File: config.mk
export PLATFORM = sky130hd
export DESIGN_NAME = mux4_rr_arbiter
export DESIGN_NICKNAME = d
export VERILOG_FILES = /design/src/rtl/mux4_rr_arbiter.sv
export SDC_FILE = /design/constraint.sdc
export NUM_CORES = 1
export LEC_CHECK = 0
export BUFFER_PORTS_ARGS = -buffer_cell sky130_fd_sc_hd__buf_2
export CAP_MARGIN = 20
export CELL_PAD_IN_SITES_DETAIL_PLACEMENT = 1
export CELL_PAD_IN_SITES_GLOBAL_PLACEMENT = 1
export CORE_MARGIN = 1.5
export CORE_UTILIZATION = 34
export CTS_BUF_LIST = sky130_fd_sc_hd__clkbuf_16
export DETAILED_ROUTE_END_ITERATION = 10
export PLACE_DENSITY_LB_ADDON = 0.1
export SLEW_MARGIN = 10
export SYNTH_ARGS = -nofsm -noshare
export SYNTH_HDL_FRONTEND = slang
export SYNTH_SLANG_ARGS = --single-unit
export TNS_END_PERCENT = 20
File: constraint.sdc
create_clock -name clk -period 5.8 [get_ports clk]
set_input_delay 0.58 -clock clk [delete_from_list [all_inputs] [get_ports clk]]
set_output_delay 0.58 -clock clk [all_outputs]
set_load 0.005 [all_outputs]
File: src/rtl/mux4_rr_arbiter.sv
// mux4_rr_arbiter: shares one 4:1 mux output channel among four requesters.
// A rotating-priority search picks the next owner. Each grant lasts until one of
// three things happens: a last beat, MAX_HOLD transfers, or the owner dropping
// req. The mux selects {S1,S0} are registered next to the one-hot grant. They
// keep their last value while idle.
module mux4_rr_arbiter #(
  parameter int DATA_W   = 8,
  parameter int MAX_HOLD = 16
) (
  input  logic                  clk,
  input  logic                  rst_n,
  input  logic [3:0]            req,
  input  logic [3:0]            last,
  input  logic [4*DATA_W-1:0]   data_in,
  output logic [3:0]            ack,
  output logic                  out_valid,
  output logic [DATA_W-1:0]     out_data,
  input  logic                  out_ready,
  output logic [3:0]            gnt,
  output logic                  S0,
  output logic                  S1,
  output logic                  busy
);

  localparam int CW = $clog2(MAX_HOLD + 1);
  localparam logic [CW-1:0] HOLD_LIM = CW'(MAX_HOLD);

  typedef enum logic {IDLE, GRANT} state_t;

  state_t             state_q, state_d;
  logic [3:0]         gnt_q, gnt_d;
  logic [1:0]         sel_q, sel_d;
  logic [1:0]         ptr_q, ptr_d;
  logic [CW-1:0]      beat_cnt_q, beat_cnt_d;

  logic [3:0]         req_rot;
  logic [DATA_W-1:0]  data_arr [4];
  logic [1:0]         offset;
  logic [1:0]         winner;
  logic               granted;
  logic               xfer;
  logic [CW-1:0]      cnt_inc;

  // Request vector rotated so bit 0 is the current highest-priority requester.
  // The data bus is also split into per-requester words.
  generate
    for (genvar gi = 0; gi < 4; gi++) begin : g_lane
      assign req_rot[gi]  = req[ptr_q + 2'(gi)];
      assign data_arr[gi] = data_in[gi*DATA_W +: DATA_W];
    end
  endgenerate

  // The lowest set bit of the rotated vector wins. Adding ptr maps it back to a real index.
  always_comb begin
    offset = 2'd0;
    for (int k = 3; k >= 0; k--) begin
      if (req_rot[k]) offset = 2'(k);
    end
    winner = ptr_q + offset;
  end

  // Datapath and handshake. The data is steered by the registered select.
  always_comb begin
    granted   = (state_q == GRANT);
    out_valid = granted & req[sel_q];
    out_data  = granted ? data_arr[sel_q] : '0;
    xfer      = out_valid & out_ready;
    ack       = gnt_q & {4{xfer}};
    cnt_inc   = beat_cnt_q + 1'b1;
  end

  assign gnt  = gnt_q;
  assign S0   = sel_q[0];
  assign S1   = sel_q[1];
  assign busy = granted;

  // Next-state logic: arbitrate in IDLE, count beats and detect release in GRANT.
  always_comb begin
    state_d    = state_q;
    gnt_d      = gnt_q;
    sel_d      = sel_q;
    ptr_d      = ptr_q;
    beat_cnt_d = beat_cnt_q;
    case (state_q)
      IDLE: begin
        gnt_d = 4'b0000;
        if (|req) begin
          state_d    = GRANT;
          gnt_d      = 4'b0001 << winner;
          sel_d      = winner;
          beat_cnt_d = '0;
        end
      end
      GRANT: begin
        if (!req[sel_q]) begin
          // Owner abandoned: rotate without acknowledging anything.
          state_d = IDLE;
          gnt_d   = 4'b0000;
          ptr_d   = sel_q + 2'd1;
        end else if (xfer) begin
          beat_cnt_d = cnt_inc;
          if (last[sel_q] || (cnt_inc == HOLD_LIM)) begin
            state_d = IDLE;
            gnt_d   = 4'b0000;
            ptr_d   = sel_q + 2'd1;
          end
        end
      end
      default: begin
        state_d = IDLE;
        gnt_d   = 4'b0000;
      end
    endcase
  end

  // State registers with synchronous active-low reset. Reset drops any burst in flight.
  always_ff @(posedge clk) begin
    if (!rst_n) begin
      state_q    <= IDLE;
      gnt_q      <= 4'b0000;
      sel_q      <= 2'd0;
      ptr_q      <= 2'd0;
      beat_cnt_q <= '0;
    end else begin
      state_q    <= state_d;
      gnt_q      <= gnt_d;
      sel_q      <= sel_d;
      ptr_q      <= ptr_d;
      beat_cnt_q <= beat_cnt_d;
    end
  end

endmodule

==> qor.csv <==
stage,metric,value,unit
outcome,status,completed,
cts,post_cts_buffers,0,
floorplanning,rows,21,
floorplanning,coreArea,3390,µm²
power,p_switching,119.8,µW
power,p_per_area,241.1,nW/µm²
setup_path,cp-end-kind,primary output,
global_routing,overflow,0,
setup_path,critPathBufInv,1,
cts,htree_levels,1,
layout,stdcell_area,1602,µm²
layout,layout_common_cells,"62 x buf_2, 16 x nand2_1, 14 x and2_1, 14 x dfxtp_1",
route,final_antenna_net_count,0,
power,share_comb_of_total_power,32.6,%
synth,yosysWarningCount,0,
power,intPower,266.4,µW
synth,ys_async_sr_fraction,0,%
route,vias,1301,
global_routing,grt_pass1_vias,1360,
layout,final_common_cell,buf_2,
floorplanning,ios,63,
route,drtIter0Drc,48,
setup_path,critPathMaxFanout,15,
cts,clkTransAtPathRegs,0.05,ns
layout,instances_no_fill,243,
setup_path,startpoint_type,flop,
synth,synth_edf_count,0,
setup_path,crit_type,reg2out,
synth,synth.avg_cell_area,8.522,µm²
timing,rsz0062_at_grt,no,
placement,port_buffers,62,
timing,setup_tns,0,ns
cts,cts_buffers,3,
layout,finalNetCount,244,
synth,synth_ff_type,dfxtp_1,
power,pwr-share-seq,33.4,%
global_routing,grt_max_degree,18,
placement,place.gp.congestion,0.7940,
synth,yosys.area.top_type,dfxtp_1,
layout,antenna_cells,0,
power,switching_share,31.01,%
setup_path,path_delay_family,flip-flops,
floorplanning,die_area,3953,µm²
timing,fin_crit_sh,47.90,%
global_routing,track_usage,19.51,%
timing,fin_crit,2.778,ns
synth,syn_area,1219,µm²
timing,max_freq,360.0,MHz
global_routing,antenna_found_initial,0,
placement,dp.cells,240,
power,finalPower,386.2,µW
floorplanning,die_x,62.87,µm
power,clkPwrFrac,34.0,%
floorplanning,die_height,62.87,µm
min_path,hold_path.class,reg2reg,
synth,synthTopCellsByArea,"dfxtp_1 23%, mux4_2 17%, and2_1 7.2%",
synth,syn-num-nets,188,
power,worst_ir_drop_vdd,154.0,µV
timing,slew_headroom,52.18,%
timing,finalMaxSlewViolations,0,
cts,clockRootBuffer,clkbuf_16,
cts,clock_sinks,14,
layout,fillers,438,
setup_path,cp_slowest_stage_delay,0.75,ns
global_routing,grt_first_pass_wirelength,6244,µm
synth,synth_cells,143,
timing,worst_slew_pin_slew,0.7163,ns
timing,whs,0.4789,ns
cts,cts_resized,0,
timing,final-hold-violation-count,0,
cts,clock_latency,0.25,ns
placement,place_area,1526,µm²
setup_path,worstPathRequired,5.22,ns
layout,syn_to_final_growth,31.42,%
route,firstDrtPassIters,4,
setup_path,critPathArrivalTime,2.20,ns
synth,synth_top_area_share,23.00,%
floorplanning,initial_utilization,35.95,%
cts,cts_tree,yes,
placement,dp_hpwl,2891,µm
timing,fin_worst_skew,0.0007111,ns
route,via_per_inst,5.354,
layout,drive_above_1_share,39.59,%
route,drc_errors,0,
synth,ys_seq_area_share,23.00,%
cts,cts.path.max_buffers,2,
power,power_leakage,0.0007151,µW
timing,setup_viol,0,
setup_path,critPathSlowestCell,dfxtp_1,
setup_path,path_cells,mux4_2 -> and3_4 -> and2_1 -> buf_2,
synth,ys_ff_latch,14,
cts,holdBufCountCts,0,
route,drt_wl_total,3639,µm
route,wl_per_cell,14.98,µm
synth,synth_cell_types,40,
flow_run,drv_cap,0,
==> registers in the layout, indices dropped and copies added, names as in the netlist <==
register,flops
beat_cnt_q,5
busy,1
gnt,4
ptr_q,2
sel_q,2
==> Yosys cell counts, types with 2 or more instances <==
master and n:
nand2b_1 2, a31oi_1 3, o22ai_1 2, a211oi_1 2
o21ai_0 4, ha_1 2, and2_1 14, nand3_1 7
nor4_1 2, or3_1 2, nor2b_1 2, nor2_1 9
mux4_2 9, a21oi_1 8, o211ai_1 2, nor3_1 4
mux2i_1 7, nand2_1 16, buf_2 3, clkbuf_1 6
inv_1 4, dfxtp_1 14, buf_6 2
==> worst paths after layout <==
check | start | endpoint | slack, ns | cells after the start
worst min-delay path | gnt[2]$_SDFFE_PN0P_ | gnt[2]$_SDFFE_PN0P_ | 0.48 | 2
worst max-delay path | sel_q[1]$_SDFFE_PN0P_ | ack[2] | 3.02 | 4
worst min register to register | gnt[2]$_SDFFE_PN0P_ | gnt[2]$_SDFFE_PN0P_ | 0.48 | 2
worst max register to register | sel_q[1]$_SDFFE_PN0P_ | beat_cnt_q[4]$_SDFFE_PN0P_ | 3.70 | 5
==> per-stage QoR <==
step / setup slack [ns] / utilization [%]
after CTS: 3.009 / 47.25
after global placement: 3.326 / 45.04
after global routing: 2.938 / 47.25
after detailed placement: 3.276 / 45.04
final: 3.022 / 47.25
after floorplan: 3.517 / -
==> layout make-up <==
class | count | area, µm² | area share, %
multi-input combinational | 114 | 863.3 | 53.91
timing repair buffer | 62 | 310.3 | 19.37
sequential | 14 | 280.3 | 17.50
clock buffer | 3 | 75.07 | 4.687
tap | 46 | 57.56 | 3.594
inverter | 4 | 15.01 | 0.9375
==> kinds of logic (layout without fill, tap and decap cells) <==
family	count (synthesis)	after routing	share of synthesized area (%)
compound gates	31	31	16.84
xor+xnor	2	2	1.438
fa+ha+maj	2	2	2.053
buf+inv	15	69	6.159
flops	14	14	23.00
mux	16	16	22.38
simple gates	63	63	28.13
==> power by group through the flow <==
stage	registers [µW]	logic (µW)	clock network, µW
floorplan	115	100	0
global placement	130	122	0
detailed placement	132	127	0
CTS	130	128	135
global route	133	140	137
finish	129	126	131
==> worst min-delay path, delay by kind of cell, from the launching register on <==
kind	cells	cell delay [ns]
AO/OA/AOI/OAI	1	0.06
flip-flops	1	0.31
AND/OR/NAND/NOR	1	0.05
==> metal layers <==
metal  share of wire, %  vias to the layer above  track usage, %
met1                 40                      622           21.90
met3                5.8                        5           3.964
li1                   -                      636               -
met2                 52                       38           35.77
met4                1.6                        0           7.500
met5                  0                        -               0
Note: power is estimated with default switching activity, not from simulation.
